`src/rtl/twos_comp_serial_ctrl.sv`:
```
// Parallel-word wrapper around the bit-serial two's-complement core: clear, stream LSB-first, collect.
// Optional: define TWOS_CTRL_ZERO_SKIP_EN to bypass the core for a zero operand.
module twos_comp_serial_ctrl #(
  parameter int WIDTH = 8
) (
  input  logic             clk,
  input  logic             rst,
  input  logic             in_valid,
  output logic             in_ready,
  input  logic [WIDTH-1:0] in_data,
  output logic             out_valid,
  input  logic             out_ready,
  output logic [WIDTH-1:0] out_data,
  output logic             out_ovf,
  output logic             core_clr,
  output logic             core_bit_in,
  input  logic             core_bit_out
);
  localparam int CW = $clog2(WIDTH) + 1;
  localparam logic [WIDTH-1:0] MOST_NEG = {1'b1, {(WIDTH-1){1'b0}}};
  localparam logic [CW-1:0]    LAST     = CW'(WIDTH - 1);

  typedef enum logic [1:0] {IDLE, CLEAR, SHIFT, DONE} state_e;

  state_e           state_q, state_d;
  logic [WIDTH-1:0] sreg_q, sreg_d;
  logic [WIDTH-1:0] rreg_q, rreg_d;
  logic [CW-1:0]    cnt_q, cnt_d;
  logic             ovf_q, ovf_d;

  always_ff @(posedge clk or negedge rst) begin
    if (!rst) begin
      state_q <= IDLE;
      sreg_q  <= '0;
      rreg_q  <= '0;
      cnt_q   <= '0;
      ovf_q   <= 1'b0;
    end else begin
      state_q <= state_d;
      sreg_q  <= sreg_d;
      rreg_q  <= rreg_d;
      cnt_q   <= cnt_d;
      ovf_q   <= ovf_d;
    end
  end

  always_comb begin
    state_d     = state_q;
    sreg_d      = sreg_q;
    rreg_d      = rreg_q;
    cnt_d       = cnt_q;
    ovf_d       = ovf_q;
    in_ready    = 1'b0;
    out_valid   = 1'b0;
    core_clr    = 1'b0;
    core_bit_in = 1'b0;
    case (state_q)
      IDLE: begin
        // Held low while reset is asserted so nothing upstream sees a phantom ready.
        in_ready = rst;
        if (in_valid && in_ready) begin
          sreg_d  = in_data;
          rreg_d  = '0;
          ovf_d   = (in_data == MOST_NEG);
          state_d = CLEAR;
`ifdef TWOS_CTRL_ZERO_SKIP_EN
          if (in_data == '0) state_d = DONE;
`endif
        end
      end
      CLEAR: begin
        core_clr = 1'b1;
        cnt_d    = '0;
        state_d  = SHIFT;
      end
      SHIFT: begin
        core_bit_in = sreg_q[0];
        rreg_d      = {core_bit_out, rreg_q[WIDTH-1:1]};
        sreg_d      = sreg_q >> 1;
        cnt_d       = cnt_q + CW'(1);
        if (cnt_q == LAST) state_d = DONE;
      end
      DONE: begin
        out_valid = 1'b1;
        if (out_ready) state_d = IDLE;
      end
      default: state_d = IDLE;
    endcase
  end

  assign out_data = rreg_q;
  assign out_ovf  = ovf_q;

endmodule
```
`config.mk`:
```
export PLATFORM = sky130hd
export DESIGN_NAME = twos_comp_serial_ctrl
export DESIGN_NICKNAME = d
export VERILOG_FILES = /design/src/rtl/twos_comp_serial_ctrl.sv
export SDC_FILE = /design/constraint.sdc
export NUM_CORES = 1
export LEC_CHECK = 0
export ABC_AREA = 1
export BUFFER_PORTS_ARGS = -buffer_cell sky130_fd_sc_hd__buf_2
export CAP_MARGIN = 0
export CORE_MARGIN = 10
export CORE_UTILIZATION = 25
export DETAILED_ROUTE_END_ITERATION = 12
export PLACE_DENSITY_LB_ADDON = 0.1
export SLEW_MARGIN = 20
export SYNTH_ARGS = -nofsm -noshare
export SYNTH_HDL_FRONTEND = slang
export SYNTH_SLANG_ARGS = --single-unit
```
`constraint.sdc`:
```
create_clock -name clk -period 3.9 [get_ports clk]
set_clock_uncertainty 0.2 [all_clocks]
set_input_delay 0.78 -clock clk [delete_from_list [all_inputs] [get_ports clk]]
set_output_delay 0.78 -clock clk [all_outputs]
set_load 0.005 [all_outputs]
```
==> run metrics, run 1 <==
post-synthesis average cell area=8.613 um2; syn_nets=156; arrival time at the worst endpoint=1.52 ns; die area=7913 um2; Post-Syn Area=1189 um2; first-pass GRT wire length=4416 um; register area share after synthesis=0.4842; WL met3=153 um; Synth Area in XOR/XNOR=0; ANT nets after route=0; Final Setup Violations=0; routed via count=922; max-cap viol count=0; EDFF count, synth=0; Sink Count=23; Worst-Skew Late Latency=0.26 ns; top post-synthesis cells by count=nand2_1 (33), dfrtp_1 (23), inv_1 (20), nor2_1 (8); number of cell rows=25; Antenna diodes=0; DRC errors left=0; critical path class=input pin to primary output; final period utilization=0.6419; pin count of the biggest net entering global routing=27; Area Growth Syn to Fin=16.63%; Syn Inst Count=138; Worst-Margin Slew=0.5793 ns; Post-Route WL=2630 um; Synth Area in Simple Gates=0.2147; Port Buffers=25; # IOs=26; Seq cells post-synth=23; fmax=399.5 MHz; worst-path maximum fanout=26; Hold Crit Class=input pin to asynchronous set/reset pin; M1 WL=1166 um; pwr dens=757.9 nW/um2; LEAKAGE=0.0007233 uW; Initial DRC Count=33; Post-synth top flop=dfrtp_1; number of global-route vias before repair=930; share of cells above drive strength 1=0.2654; Pwr Total=1051 uW; Root Driver=clkbuf_8; Synth Area in Adders=0.05263; mux cell area share after synthesis=0; FF-to-FF path depth=5; Yosys Warn Count=0; CTS resizes=0; Via density=4.269; initial antenna violation count=0; TritonCTS clock tree=done; routability cong.=0.7582; final HPWL from detailed placement=2019 um; metal2 WL=1288 um; top-area cell type share of the netlist area=0.4842; hold buffers post-CTS=0; CTS max path bufs=2; fillers=515; core footprint=4661 um2; gr usage total=0.07063; per-cell routed wire length=12.18 um; Die Ht=88.96 um; worst vdd ir=0.2533 mV; setup tns final=0 ns; worst rel slew slack=0.6138; endpoint class of the critical path=primary output; max-slew violations=0; share of flip-flops with an asynchronous set or reset=1.000; CP Launch Type=input pin; Cell variety after synth=20; Die W=88.96 um; clk slew on worst S/H paths=0.08 ns; Area contributors post-synth=dfrtp_1 (48%), nand2_1 (10%), inv_1 (6.3%); top cell type by total area after synthesis=dfrtp_1; # Post-CTS Setup Buffers=0; Layout Utilization=0.2975; cts bufs inserted=3; status=completed; top-count cell post-synth=nand2_1; overflow left after global routing=0; Compound-Gate Fraction of Synth Area=0.1516; final hold violations=0; minimum clock period=2.503 ns; Starting Density=0.2550; unrepaired setup endpoints after global routing=no; Layout Nets=181; H-tree lvl count=1; DR pass1 iterations=4; top sig layer=met4; main combinational cell family by area after synthesis=simple AND/OR/NAND/NOR gates; Crit path required time=2.92 ns
[registers in the layout, summed over array words and instances (netlist names)]
register	cells
sreg_q	8
state_q	2
out_ovf	1
cnt_q	4
out_data	8
[where the power goes]
group          switching, uW  internal, uW  total, uW
clock                   74.5          72.7        147
combinational            315           195        510
sequential              58.7           335        394
[path summary, 6_finish.rpt]
check | from | to | slack, ns
min in group clk | cnt_q[0] | cnt_q[0] | 0.31
hold reg to reg | cnt_q[0] | cnt_q[0] | 0.31
hold / removal | rst | out_data[4] | 0.31
setup / recovery | rst | in_ready | 1.40
setup reg to reg | state_q[0] | sreg_q[1] | 1.97
max in group asynchronous | rst | sreg_q[3] | 2.80
[cells by family (layout without fill, tap and decap cells)]
kind of cell | after synthesis | count (layout)
buffers and inverters | 25 | 49
and+or+nand+nor | 57 | 57
AOI/OAI and AO/OA | 28 | 28
DFF | 23 | 23
adders and majority gates | 5 | 5
[area by class of cell]
| cell class | instances | area, um2 | share of cell area |
|---|---|---|---|
| Tap cell | 54 | 67.56 | 0.04874 |
| Timing Repair Buffer | 25 | 125.1 | 0.09025 |
| Sequential cell | 23 | 575.6 | 0.4152 |
| Multi-Input combinational cell | 90 | 498.0 | 0.3592 |
| Clock buffer | 4 | 45.04 | 0.03249 |
| Inverter | 20 | 75.07 | 0.05415 |
[worst max-delay path, cell delays in order]
cell	delay [ns]
buf_2	0.46
nand2_1	0.11
inv_1	0.06
buf_2	0.10
[layout by cell type (no fill, tap or decap), types with 4 or more instances in the layout]
master and count:
nand2_1 33, buf_2 25, dfrtp_1 23, inv_1 20
nor2_1 8, o22ai_1 6, nand3_1 6, o21ai_0 6
nor2_2 6, a21oi_2 6, ha_1 5, a21oi_1 4
a21boi_0 4
[through the flow]
stage | setup WS [ns] | cells | hold slack, ns | cell area [um2]
2_1_floorplan | 2.010 | 138 | 0.2681 | 1189
5_1_grt | 1.264 | 216 | 0.3514 | 1386
6_report | 1.397 | 216 | 0.3056 | 1386
3_3_place_gp | 1.348 | 212 | 0.2875 | 1341
3_5_place_dp | 1.329 | 212 | 0.2929 | 1341
4_1_cts | 1.324 | 216 | 0.3086 | 1386
[routing by layer]
metal | vias to the layer above | global-route usage
met4 | 0 | 0.03035
met1 | 425 | 0.08013
li1 | 484 | -
met3 | 2 | 0.01914
met5 | - | 0
met2 | 11 | 0.1217
Note: power is estimated with default switching activity, not from simulation.
==> inputs of run 2 (changes only) <==
- clock period: 3.9 -> 2.04 ns (I/O delays scaled with it)
==> run metrics, run 2 (synthesized netlist as in run 1, its figures left out) <==
Post-Route WL=2814 um; CTS max path bufs=2; Die Ht=88.96 um; Via density=4.285; final period utilization=0.9163; crit path to=core_bit_in; final HPWL from detailed placement=2258 um; Port Buffers=25; DRC errors left=0; worst vdd ir=0.4833 mV; pin count of the biggest net entering global routing=22; r2r startpoint=state_q[1]; Setup crit start=state_q[0]; critical path class=flip-flop to primary output; DR pass1 iterations=2; number of global-route vias before repair=1026; Worst-Margin Slew=0.4210 ns; Pwr Total=2056 uW; unrepaired setup endpoints after global routing=no; Worst-Skew Late Latency=0.26 ns; share of cells above drive strength 1=0.2814; Die W=88.96 um; max-slew violations=0; per-cell routed wire length=12.73 um; # IOs=26; routability cong.=0.6815; Layout Nets=186; fillers=527; worst rel slew slack=0.7184; multi-input logic area=500.5 um2; Reg2Reg Setup Slack=0.30 ns; final hold violations=0; Hold Slack=0.1972 ns; status=completed; Antenna diodes=0; Area Growth Syn to Fin=20.42%; TritonCTS clock tree=done; cts bufs inserted=3; # Post-CTS Setup Buffers=0; H-tree lvl count=1; arrival time at the worst endpoint=1.26 ns; max-cap viol count=0; Starting Density=0.2550; commonest non-fill, non-tap cell in the layout=nand2_1; Post-Layout Cell Count=221; pwr dens=1436 nW/um2; Final Setup Violations=0; setup tns final=0 ns; overflow left after global routing=0; FF-to-FF path depth=6; initial antenna violation count=0; Hold Crit Class=input pin to flip-flop; clk slew on worst S/H paths=0.09 ns; Reg-to-Reg End=sreg_q[0]; Initial DRC Count=18; minimum clock period=1.869 ns; LEAKAGE=0.0007448 uW; Reg area=575.6 um2; routed via count=947; fmax=535.0 MHz; Crit path required time=1.43 ns; DP Worst Slack=0.2787 ns; gr usage total=0.07876; most frequent cells in the layout=nand2_1 (33), buf_2 (25), dfrtp_1 (23); core footprint=4661 um2; endpoint class of the critical path=primary output; Placed Instances=215; ANT nets after route=0; worst-path maximum fanout=8; Sink Count=23; number of cell rows=25; CP Launch Type=flip-flop; PnR worst setup slack=0.1708 ns; Root Driver=clkbuf_8; die area=7913 um2; first-pass GRT wire length=4871 um
run 2: timing repair:
| action | 4_1_cts | 5_1_grt |
|---|---|---|
| hold buffers | 2 | 0 |
| resized for setup | 0 | 1 |
| endpoints found under the setup margin | 0 | 1 |
| endpoints found under the hold margin | 23 | 0 |
run 2: final cells by class:
type	instances	share of cell area
multi-input cells	90	0.3497
clock buffers	4	0.03147
flip-flops and latches	23	0.4021
inverters	20	0.05245
well taps	54	0.04720
repair buffers	30	0.1171
run 2: worst min-delay path by stage:
stage,from,end,depth (start not counted)
finish,core_bit_out,out_data[7],3
global route,core_bit_out,out_data[7],3
CTS,core_bit_out,out_data[7],3
detailed placement,rst,out_data[7],2
global placement,rst,out_data[7],2
floorplan,rst,cnt_q[0],0
run 2: layer usage:
layer / routed length (um) / vias up / part of all wire / GRT usage
met1: 1249 / 437 / 0.44 / 0.09091
li1: - / 497 / - / -
met5: 0 / - / 0 / 0
met4: 22 / 0 / 0.0078 / 0.03035
met2: 1397 / 11 / 0.50 / 0.1363
met3: 144 / 2 / 0.051 / 0.02005
run 2: power by group:
group	total, uW	leakage [uW]	internal [uW]	switching, uW
Sequential	755	0.000290	641	115
Combinational	1010	0.000432	395	618
Clock	288	0.0000228	139	149
Total	2060	0.000745	1170	881
run 2: critical path, stage by stage, from the launching register on:
cell and delay [ns]:
dfrtp_1 0.42, inv_1 0.10, ha_2 0.26, nand2_1 0.07
inv_1 0.05, buf_2 0.10
run 2: metrics by stage:
step	utilization	area, um2
6_report	0.3071	1431
4_1_cts	0.3066	1429
3_3_place_gp	0.2926	1364
2_1_floorplan	-	1189
5_1_grt	0.3071	1431
3_5_place_dp	0.2926	1364
==> inputs of run 3 (changes only) <==
- CORE_MARGIN: 10 -> 2
- PLACE_DENSITY_LB_ADDON: 0.1 -> 0.12
==> run metrics, run 3 (synthesized netlist as in run 1, its figures left out) <==
Sink Count=23; fillers=495; Via density=4.324; DRC errors left=0; first-pass GRT wire length=4436 um; Most common cell on crit path=buf_2; Die W=72.96 um; pwr dens=1424 nW/um2; Antenna diodes=0; grt met1 use=0.1226; final HPWL from detailed placement=1984 um; Root Driver=clkbuf_8; max-cap viol count=0; final period utilization=0.9534; Layout Nets=187; minimum clock period=1.945 ns; Port Buffers=25; commonest non-fill, non-tap cell in the layout=nand2_1; fmax=514.1 MHz; Post-Route WL=2562 um; CP bufs+invs=4; # Post-CTS Setup Buffers=0; CP Launch Type=input pin; GRT Max-Usage Layer=met2; routed via count=960; TritonCTS clock tree=done; worst path cell trace=dlygate4sd3_1, buf_2, nand2_1, inv_1, buf_2; per-cell routed wire length=11.54 um; multi-input logic area=498.0 um2; Area Growth Syn to Fin=20.95%; critical path class=input pin to primary output; critical path's slowest cell=dlygate4sd3_1; H-tree lvl count=1; ANT nets after route=0; Final Setup Violations=0; Reg area=575.6 um2; number of global-route vias before repair=1014; Worst-Margin Slew=0.3429 ns; die area=5322 um2; clk slew on worst S/H paths=0.09 ns; worst vdd ir=0.5492 mV; Global Route met2 Usage=0.1949; final hold violations=0; status=completed; overflow left after global routing=0; pin count of the biggest net entering global routing=22; routability cong.=0.8171; setup tns final=0 ns; cts bufs inserted=3; initial antenna violation count=0; Initial DRC Count=42; unrepaired setup endpoints after global routing=no; number of cell rows=25; met3 GRT Util=0.03453; Hold Crit Class=input pin to flip-flop; crit-path max cell delay=0.53 ns; worst rel slew slack=0.7712; share of cells above drive strength 1=0.2857; # IOs=26; gr usage total=0.1076; core footprint=4661 um2; Hold Slack=0.1956 ns; most frequent cells in the layout=nand2_1 (33), buf_2 (25), dfrtp_1 (23); arrival time at the worst endpoint=1.34 ns; LEAKAGE=0.0007543 uW; worst-path maximum fanout=6; Worst-Skew Late Latency=0.26 ns; CTS max path bufs=2; Die Ht=72.96 um; CTS resizes=0; Top delay family on crit path=buffers and inverters; DR pass1 iterations=4; Starting Density=0.2550; max-slew violations=0; endpoint class of the critical path=primary output; Crit path required time=1.43 ns
run 3: worst paths after layout:
kind                               from     endpoint  slack (ns)  cells past startpoint
setup / recovery                    rst     in_ready         0.1                      5
hold / removal             core_bit_out  out_data[7]        0.20                      3
setup reg to reg             state_q[0]    sreg_q[0]        0.39                      7
hold reg to reg                cnt_q[0]     cnt_q[0]        0.31                      1
max in group asynchronous           rst    sreg_q[1]        0.43                      3
min in group asynchronous           rst     cnt_q[2]        0.49                      3
run 3: area by class of cell:
type,count,area share
clock buffers,3,0.02872
clock inverters,1,0.003481
inverters,20,0.05222
multi-input cells,90,0.3464
flip-flops and latches,23,0.4003
well taps,54,0.04700
repair buffers,31,0.1218
run 3: per-stage QoR:
step | util | setup WS, ns | area, um2 | instances | total power, uW
3_5_place_dp | 0.2942 | 0.3903 | 1371 | 216 | 1780
3_3_place_gp | 0.2942 | 0.3966 | 1371 | 216 | 1773
4_1_cts | 0.3085 | 0.07342 | 1438 | 222 | 2078
6_report | 0.3085 | 0.09502 | 1438 | 222 | 2047
2_1_floorplan | - | 0.5222 | 1189 | 138 | 1534
5_1_grt | 0.3085 | 0.007578 | 1438 | 222 | 2254
run 3: what timing repair did:
action                                 4_1_cts  5_1_grt
endpoints found under the hold margin        5        0
hold buffers                                 2        0
setup endpoints to repair                    0        0
run 3: where the power goes:
part	leakage [uW]	internal (uW)	switching [uW]	total, uW
Combinational	0.000439	400	607	1010
Sequential	0.000290	641	118	760
Clock	0.0000255	136	145	281
Total	0.000754	1180	870	2050
run 3: worst reg2reg max path, cell delays in order, from the launching register on:
cell and delay (ns):
dfrtp_1 0.40, inv_1 0.08, ha_1 0.23, buf_4 0.16
nand2_2 0.10, nand2_4 0.19, nor2_1 0.14, a21oi_1 0.05
run 3: per-layer routing:
layer / vias to the layer above / wire length (um)
met4: 0 / 15
met2: 18 / 1276
met1: 440 / 1156
met3: 2 / 113
met5: - / 0
li1: 500 / -
